--- src/rtl/cover_toggle_collector_if.sv ---
// Port bundle of the toggle-coverage collector: hit strobes and restart in,
// newly-covered index stream (valid/ready) and coverage status out.
interface cover_toggle_collector_if #(
  parameter int WIDTH = 19
);
  localparam int CNT_W = $clog2(WIDTH + 1);

  logic [WIDTH-1:0] valid;
  logic             clear;
  logic             out_ready;
  logic             out_valid;
  logic [63:0]      out_index;
  logic [CNT_W-1:0] covered_cnt;
  logic             all_covered;

  modport master (
    output valid, clear, out_ready,
    input  out_valid, out_index, covered_cnt, all_covered
  );

  modport slave (
    input  valid, clear, out_ready,
    output out_valid, out_index, covered_cnt, all_covered
  );
endinterface

--- src/rtl/cover_toggle_collector.sv ---
// Toggle-coverage collector: records first hits per point and streams each
// newly covered point's global index exactly once, lowest bit first.
module cover_toggle_collector #(
  parameter int          WIDTH       = 19,
  parameter logic [63:0] COVER_INDEX = 64'd0,
  parameter int          COVER_TOTAL = 28338
) (
  input logic                     gbl_clk,
  input logic                     reset,
  cover_toggle_collector_if.slave bus
);
  localparam int CNT_W = $clog2(WIDTH + 1);
  localparam int SEL_W = (WIDTH > 1) ? $clog2(WIDTH) : 1;

  // The total is informational; only reject a nonsensical value at elaboration.
  if (COVER_TOTAL < 1) begin : g_total_check
    $error("cover_toggle_collector: COVER_TOTAL must be positive");
  end

  logic [WIDTH-1:0] covered_q, covered_d;
  logic [WIDTH-1:0] pending_q, pending_d;
  logic             out_valid_q, out_valid_d;
  logic [63:0]      out_index_q, out_index_d;
  logic [CNT_W-1:0] covered_cnt_q, covered_cnt_d;
  logic             all_covered_q, all_covered_d;

  logic [WIDTH-1:0] new_hits;
  logic [WIDTH-1:0] cand;
  logic [SEL_W-1:0] sel;
  logic [CNT_W-1:0] hit_cnt;
  logic             load;

  // NOTE: every always_comb output gets a default first so no path leaves it unassigned (no latch).
  always_comb begin
    new_hits = bus.valid & ~covered_q;
    cand     = pending_q | new_hits;

    // Descending scan so the last assignment wins: lowest set bit has priority.
    sel = '0;
    for (int i = WIDTH - 1; i >= 0; i--) begin
      if (cand[i]) sel = SEL_W'(i);
    end

    hit_cnt = '0;
    for (int i = 0; i < WIDTH; i++) begin
      hit_cnt = hit_cnt + CNT_W'(new_hits[i]);
    end

    load = (!out_valid_q || bus.out_ready) && (|cand);

    covered_d     = covered_q | bus.valid;
    covered_cnt_d = covered_cnt_q + hit_cnt;
    all_covered_d = &covered_d;
    pending_d     = pending_q | new_hits;
    out_valid_d   = out_valid_q;
    out_index_d   = out_index_q;

    if (load) begin
      pending_d   = cand & ~(WIDTH'(1) << sel);
      out_valid_d = 1'b1;
      out_index_d = COVER_INDEX + 64'(sel);
    end else if (out_valid_q && bus.out_ready) begin
      out_valid_d = 1'b0;
    end

    // Restart discards this cycle's hits along with all accumulated state.
    if (bus.clear) begin
      covered_d     = '0;
      covered_cnt_d = '0;
      all_covered_d = 1'b0;
      pending_d     = '0;
      out_valid_d   = 1'b0;
      out_index_d   = '0;
    end
  end

  // NOTE: state flops use non-blocking assignments so all registers update from pre-edge values.
  always_ff @(posedge gbl_clk) begin
    if (!reset) begin
      covered_q     <= '0;
      pending_q     <= '0;
      out_valid_q   <= 1'b0;
      out_index_q   <= '0;
      covered_cnt_q <= '0;
      all_covered_q <= 1'b0;
    end else begin
      covered_q     <= covered_d;
      pending_q     <= pending_d;
      out_valid_q   <= out_valid_d;
      out_index_q   <= out_index_d;
      covered_cnt_q <= covered_cnt_d;
      all_covered_q <= all_covered_d;
    end
  end

  assign bus.out_valid   = out_valid_q;
  assign bus.out_index   = out_index_q;
  assign bus.covered_cnt = covered_cnt_q;
  assign bus.all_covered = all_covered_q;
endmodule

--- src/flat_wrapper.sv ---
// flat-port wrapper written by rule: the top's interface ports become plain ports
module cover_toggle_collector_flat 
#(
  parameter int          WIDTH       = 19,
  parameter logic [63:0] COVER_INDEX = 64'd0,
  parameter int          COVER_TOTAL = 28338
)
  (gbl_clk, reset, bus_valid, bus_clear, bus_out_ready, bus_out_valid, bus_out_index, bus_covered_cnt, bus_all_covered);
  cover_toggle_collector_if #(.WIDTH(WIDTH)) bus_i ();
  input logic gbl_clk;
  input logic reset;
  input wire logic [$bits(bus_i.valid)-1:0] bus_valid;
  input wire logic [$bits(bus_i.clear)-1:0] bus_clear;
  input wire logic [$bits(bus_i.out_ready)-1:0] bus_out_ready;
  output wire logic [$bits(bus_i.out_valid)-1:0] bus_out_valid;
  output wire logic [$bits(bus_i.out_index)-1:0] bus_out_index;
  output wire logic [$bits(bus_i.covered_cnt)-1:0] bus_covered_cnt;
  output wire logic [$bits(bus_i.all_covered)-1:0] bus_all_covered;
  assign bus_i.valid = bus_valid;
  assign bus_i.clear = bus_clear;
  assign bus_i.out_ready = bus_out_ready;
  assign bus_out_valid = bus_i.out_valid;
  assign bus_out_index = bus_i.out_index;
  assign bus_covered_cnt = bus_i.covered_cnt;
  assign bus_all_covered = bus_i.all_covered;
  cover_toggle_collector #(.WIDTH(WIDTH), .COVER_INDEX(COVER_INDEX), .COVER_TOTAL(COVER_TOTAL)) u_core (.gbl_clk(gbl_clk), .reset(reset), .bus(bus_i));
endmodule
--- config.mk ---
export PLATFORM = sky130hd
export DESIGN_NAME = cover_toggle_collector_flat
export DESIGN_NICKNAME = d
export VERILOG_FILES = /design/src/rtl/cover_toggle_collector_if.sv /design/src/rtl/cover_toggle_collector.sv /design/src/flat_wrapper.sv
export SDC_FILE = /design/constraint.sdc
export NUM_CORES = 1
export LEC_CHECK = 0
export CORE_MARGIN = 2
export CORE_UTILIZATION = 48
export CTS_CLUSTER_DIAMETER = 200
export DETAILED_ROUTE_END_ITERATION = 7
export PLACE_DENSITY = 0.81
export SLEW_MARGIN = 20
export SYNTH_ARGS = -nofsm -noshare
export SYNTH_HDL_FRONTEND = slang
export SYNTH_SLANG_ARGS = --single-unit
--- constraint.sdc ---
create_clock -name gbl_clk -period 8.6 [get_ports gbl_clk]
set_clock_uncertainty 0.2 [all_clocks]
set_input_delay 2.15 -clock gbl_clk [delete_from_list [all_inputs] [get_ports gbl_clk]]
set_output_delay 2.15 -clock gbl_clk [all_outputs]
set_load 0.01 [all_outputs]
==> metrics.txt, run 1 <==
First DRT Iteration DRCs around 130; commonest cells after routing, fill and taps aside conb_1, nor2_1, dfxtp_1, clkdlybuf4s50_1, inv_1; grt total ovfl 0; cts hold-fix bufs 0; DRC errors left 0; via count between 2000 and 2500; Fin Setup TNS 0 ps; Tightest Hold Check Type flip-flop to flip-flop; leading cell type in the layout, fill and taps excluded conb_1; minimum clock period approximately 7000 ps; Crit path max-delay family adder cells; FMAX 141 MHz; Finished Layout Cells around 460; clk sinks 50; # diodes 0; Max Slew Vio Count 0; Worst setup SP type primary input; Fillers 588; slowest stage delay, CP 510 ps; met1 Usage GRT 0.217; die area 7300 µm²; met3 Track Usage GR 0.0350; RSZ-0062 raised after global routing no; Port Buffers 34; Max clock buf depth 2; status finished, final reports clean; Hold Vio Cnt, Final 0; Setup Viol. Count Final 0; Setup Buffers After CTS 0; Initial Util 0.499; H-tree levels 2; Multi-input gate area 1830 µm²; Async S/R FF share, synth 0; cell count after synthesis ~350; initial antenna violation count 0; crit path kind primary input to flip-flop; worst-path fanout max 4; Die Y roughly 85 µm; EDFF count, synth 0; DR vias/cell ~5.0; # nets final approximately 440; largest net degree at the start of global routing 42; Ys Warns 0; core area 6390 µm²; global-route wire length before repair around 10000 µm; fin area roughly 3500 µm²; placed inst area between 3000 and 4000 µm²; CP cell instances clkdlybuf4s50_1 > nor2b_1 > ha_1 > inv_1 > fa_1 > fa_1 > fa_1 > fa_1 > fa_1 > inv_1 > fa_1 > fa_1 > a21o_1 > a21oi_1 > xnor2_1 > nor2_1; busiest grt layer met2; Least-Margin Pin Slew roughly 780 ps; Die X about 85 µm; Placed Instances 455; relative slew slack 0.479; Rows 29; met2 Use GR 0.302; Worst Path Buf+Inv 3; clk_lat worst skew 310 ps; Post-Syn Area per Cell 9.05 µm²; critical path data required time around 8600 ps; post-layout util 0.547; Main synth FF type dfxtp_1; CTS tree built; Post-Route WL about 6300 µm; vias in the first global route between 2000 and 2500; critical path capture point type flip-flop; peak supply drop approximately 0.00041 V; IO Pins 94; TritonCTS Buffers 5; post_cts resized 0; Clock Tree Root clkbuf_8; Syn Std Cell Area between 3000 and 4000 µm²; register area share after synthesis 0.314; Detailed Place HPWL 4960 µm; layout cells sized above 1 0.0674; post-synthesis register bit count 50; Power Dens Cells ~250 nW/µm²; Seq. cell area about 1000 µm²; maxcap violations 0; GRT Overall Usage 0.175; iteration count of the initial detailed-routing pass 4; Static Leak roughly 1.5 nW; most used cell, CP fa_1; fin crit share 0.825; Slowest cell on crit path fa_1; Netlist cell types 54; average routed wire per standard cell around 14 µm; clock-pin slew on the worst setup and hold paths ~100 ps; hold_ws around 270 ps; Worst Path Arrival around 7100 ps; Final ANT Viol Nets 0; Area Growth Syn to Fin 9.74%; routability congestion estimate ~0.90
kinds of logic (layout without fill, tap and decap cells):
kind of cell    count (synthesis)  after routing  share of synthesized area
fa+ha+maj                      27             27                      0.137
xor+xnor                        6              6                     0.0165
flops                          50             50                      0.314
buf+inv                        90             66                      0.181
simple gates                  129            129                      0.233
compound gates                 49             49                      0.117
other cells                     1             59                    0.00118
metal layers:
metal	wire length, µm	part of all wire
met1	2610	0.41
met4	88	0.014
met2	3180	0.51
met3	414	0.066
met5	0	0
synth_stat cells, types with 2 or more instances:
cell | n | share of area
buf_6 | 2 | 0.0071
nor4_4 | 3 | 0.020
nor2_1 | 56 | 0.066
a211oi_1 | 2 | 0.0047
a21oi_1 | 7 | 0.011
nand4_1 | 2 | 0.0039
o22ai_1 | 2 | 0.0039
a311oi_1 | 10 | 0.028
clkbuf_1 | 5 | 0.0059
nor3_1 | 3 | 0.0047
buf_4 | 59 | 0.14
o21ai_0 | 5 | 0.0079
a21o_1 | 2 | 0.0047
nor4_2 | 4 | 0.016
nor2b_1 | 16 | 0.031
xnor2_1 | 3 | 0.0083
nor4_1 | 5 | 0.0098
nand2b_1 | 8 | 0.016
dfxtp_1 | 50 | 0.31
xor2_1 | 3 | 0.0083
and3_1 | 2 | 0.0039
ha_1 | 14 | 0.055
or2_1 | 2 | 0.0039
fa_1 | 13 | 0.082
and2_1 | 3 | 0.0059
nand3_1 | 4 | 0.0063
inv_1 | 23 | 0.027
a31oi_1 | 7 | 0.014
nand2_1 | 9 | 0.011
and2b_1 | 2 | 0.0047
nor2b_4 | 3 | 0.013
final timing paths:
kind / from / end / slack (ps) / depth (start not counted)
worst max-delay path: bus_valid[1] / u_core.bus.covered_cnt[4] / 1500 / 16
worst min-delay path: u_core.bus.out_index[2] / u_core.bus.out_index[2] / 270 / 2
worst max register to register: u_core.covered_q[1] / u_core.bus.covered_cnt[4] / 3510 / 15
worst min register to register: u_core.bus.out_index[2] / u_core.bus.out_index[2] / 270 / 2
cell type report:
type,count,area share
clock inverters,3,0.0197
inverters,23,0.0247
well taps,77,0.0276
repair buffers,35,0.0995
flip-flops and latches,50,0.286
multi-input cells,270,0.522
clock buffers,5,0.0197
worst register-to-register path, cell delays in order, from the launching register on:
cell and delay [ps]:
dfxtp_1 320, nor2b_1 290, ha_1 300, inv_1 70
fa_1 420, fa_1 510, fa_1 420, fa_1 460
fa_1 490, inv_1 60, fa_1 410, fa_1 470
a21o_1 190, a21oi_1 170, xnor2_1 140, nor2_1 50
registers in the layout, summed over array words and instances (netlist names):
| name | flops |
|---|---|
| u_core.covered_q | 19 |
| u_core.pending_q | 19 |
| u_core.bus.covered_cnt | 5 |
| u_core.bus.out_index | 5 |
| u_core.bus.all_covered | 1 |
| u_core.bus.out_valid | 1 |
power by group:
part / total [mW] / leakage (nW) / switching, mW / internal [mW]
clock network: 0.199 / 0.0683 / 0.0826 / 0.117
registers: 0.261 / 0.410 / 0.0110 / 0.250
logic: 0.400 / 1.06 / 0.211 / 0.189
total: 0.861 / 1.54 / 0.305 / 0.556
metrics by stage:
stage | power (mW) | setup WS [ps]
5_1_grt | 0.933 | 1290
3_5_place_dp | 0.671 | 1190
3_3_place_gp | 0.655 | 1270
4_1_cts | 0.873 | 1520
2_1_floorplan | 0.595 | 1880
6_report | 0.861 | 1500
Power figures use the tool's default switching activity.
==> run 2, diff against run 1 <==
- CORE_UTILIZATION: 48 -> 43
- PLACE_DENSITY: 0.81 -> 0.77
- clock period: 8.6 -> 5.9 ns (I/O delays scaled with it)
==> run 2 against run 1 <==
Effect of this change:
- combinational power grew 64%
- critical path depth shrank 2
- register-to-register slack lost 2400 ps
- final area grew 5.9%
- core utilization shrank 3.4 points
- first-iteration DRC count grew 61%
- worst setup slack lost 1400 ps
- sequential power grew 47%
- critical path type unchanged
- largest power group unchanged
==> metrics.txt, run 2 (synthesis gave the netlist of run 1 again) <==
status finished, final reports clean; Crit path max-delay family adder cells; # diodes 0 (unchanged); worst hold stages 2 (unchanged); Setup Viol. Count Final 0 (unchanged); hold path endpoint u_core.bus.out_index[2]; core area 7210 µm² (+13%); clk_lat worst skew 310 ps (about the same); grt total ovfl 0 (unchanged); post-route setup slack 142 ps (-1360 ps); global-route wire length before repair 11200 µm (+12%); layout cells sized above 1 0.153 (+0.0854); Hold Vio Cnt, Final 0 (unchanged); CP cell instances clkdlybuf4s50_1 > nand2b_1 > fa_1 > fa_1 > fa_1 > fa_1 > fa_1 > inv_2 > fa_2 > fa_2 > a21o_1 > a21oi_2 > xnor2_1 > nor2_1; Fin Setup TNS 0 ps (unchanged); vias in the first global route 2331 (+7.5%); dpl ws -577 ps (-1760 ps); First DRT Iteration DRCs 216 (+61%); most used cell, CP fa_1; Die X 90.1 µm (+5.4%); DR vias/cell 4.84 (-4.0%); H-tree levels 2 (unchanged); die area 8110 µm² (+11%); CTS tree built; Tightest Hold Check Type flip-flop to flip-flop; Worst Path Buf+Inv 2 (-1); Area Growth Syn to Fin 16.2%; Regs by FF count u_core.covered_q (19), u_core.pending_q (19); TritonCTS Buffers 5 (unchanged); R2R Path Start u_core.covered_q[0]; hold_ws 273 ps (+2.80 ps); Critical Path Start bus_valid[6]; # nets final 455 (+4.6%); IO Pins 94 (unchanged); Power Dens Cells 347 nW/µm² (+41%); Initial Util 0.441 (-0.0572); Port Buffers 34 (unchanged); largest net degree at the start of global routing 32 (-24%); initial antenna violation count 0 (unchanged); fin area 3700 µm² (+5.9%); worst hold start u_core.bus.out_index[2]; DRC errors left 0 (unchanged); Finished Layout Cells 505 (+9.1%); Placed Instances 491 (+7.9%); clock-pin slew on the worst setup and hold paths 90 ps (about the same); Final ANT Viol Nets 0 (unchanged); minimum clock period between 5000 and 6000 ps; via count 2446 (+4.7%); RSZ-0062 raised after global routing no; critical path data required time 5900 ps (-2690 ps); relative slew slack 0.480 (about the same); reg2reg setup slack 1150 ps (-2360 ps); worst-path fanout max 2 (-2); Static Leak 1.66 nW (+7.9%); slowest stage delay, CP 550 ps (+40 ps); Least-Margin Pin Slew 776 ps (-0.415 ps); crit path kind primary input to flip-flop; peak supply drop 0.000216 V (-47%); Rows 31 (+6.9%); Clock Tree Root clkbuf_8; fin crit share 0.976; Slowest cell on crit path fa_1; iteration count of the initial detailed-routing pass 4 (unchanged); GRT Overall Usage 0.171 (-0.00419); Post-Route WL 6710 µm (+6.6%); Max Slew Vio Count 0 (unchanged); Final Power 1.28 mW (+49%); Die Y 90.1 µm (+5.4%); Detailed Place HPWL 5150 µm (+3.9%); post-layout util 0.513 (-0.0344); Worst setup SP type primary input; Worst Path Arrival 5760 ps (-1330 ps); Max clock buf depth 2 (unchanged); average routed wire per standard cell 13.3 µm (-2.3%); commonest cells after routing, fill and taps aside conb_1, nor2_1, dfxtp_1, clkdlybuf4s50_1, buf_4; FMAX 174 MHz; maxcap violations 0 (unchanged); reg2reg end u_core.bus.covered_cnt[4]; leading cell type in the layout, fill and taps excluded conb_1; r2r worst-path depth 15 (unchanged); clk sinks 50 (unchanged); critical path capture point type flip-flop; routability congestion estimate 0.872 (-3.2%); placed inst area 3500 µm² (+4.3%)
run 2: worst min-delay path, delay by kind of cell (launching register included):
family | cells | cell delay (ps)
AO/OA/AOI/OAI | 1 | 60
flip-flops | 1 | 320
AND/OR/NAND/NOR | 1 | 50
run 2: worst max-delay path by stage:
stage,cells past startpoint,to,slack [ps]
6_report,14,u_core.bus.covered_cnt[4],140
5_1_grt,14,u_core.bus.covered_cnt[4],3
4_1_cts,14,u_core.bus.covered_cnt[4],2
3_5_place_dp,16,u_core.bus.covered_cnt[4],-580
3_3_place_gp,16,u_core.bus.covered_cnt[4],-470
2_1_floorplan,15,u_core.bus.covered_cnt[4],30
run 2: layout make-up:
| cell class | count | area (µm²) |
|---|---|---|
| sequential | 50 | 1000 |
| inverter | 23 | 86.3 |
| fill | 680 | 3510 |
| timing repair buffer | 55 | 479 |
| multi-input combinational | 270 | 1900 |
| clock inverter | 2 | 37.5 |
| clock buffer | 6 | 72.6 |
| tap | 99 | 124 |
run 2: report_power, final:
group          switching [mW]  total (mW)  leakage [nW]  internal (mW)
clock network           0.116       0.243        0.0514          0.127
registers              0.0193       0.384         0.410          0.365
logic                   0.329       0.656          1.20          0.327
total                   0.465        1.28          1.66          0.818
run 2: repair_timing:
item | CTS | global route
hold buffers | 0 | 0
pin swaps | 15 | 6
gates resized for setup | 31 | 0
setup buffers | 5 | 1
endpoints found under the setup margin | 2 | 1
run 2: per-layer routing:
layer	up-vias	share of wire	track usage
li1	1181	-	-
met1	1164	0.45	0.233
met2	93	0.47	0.271
met3	8	0.061	0.0386
met4	0	0.011	0.0513
met5	-	0	0
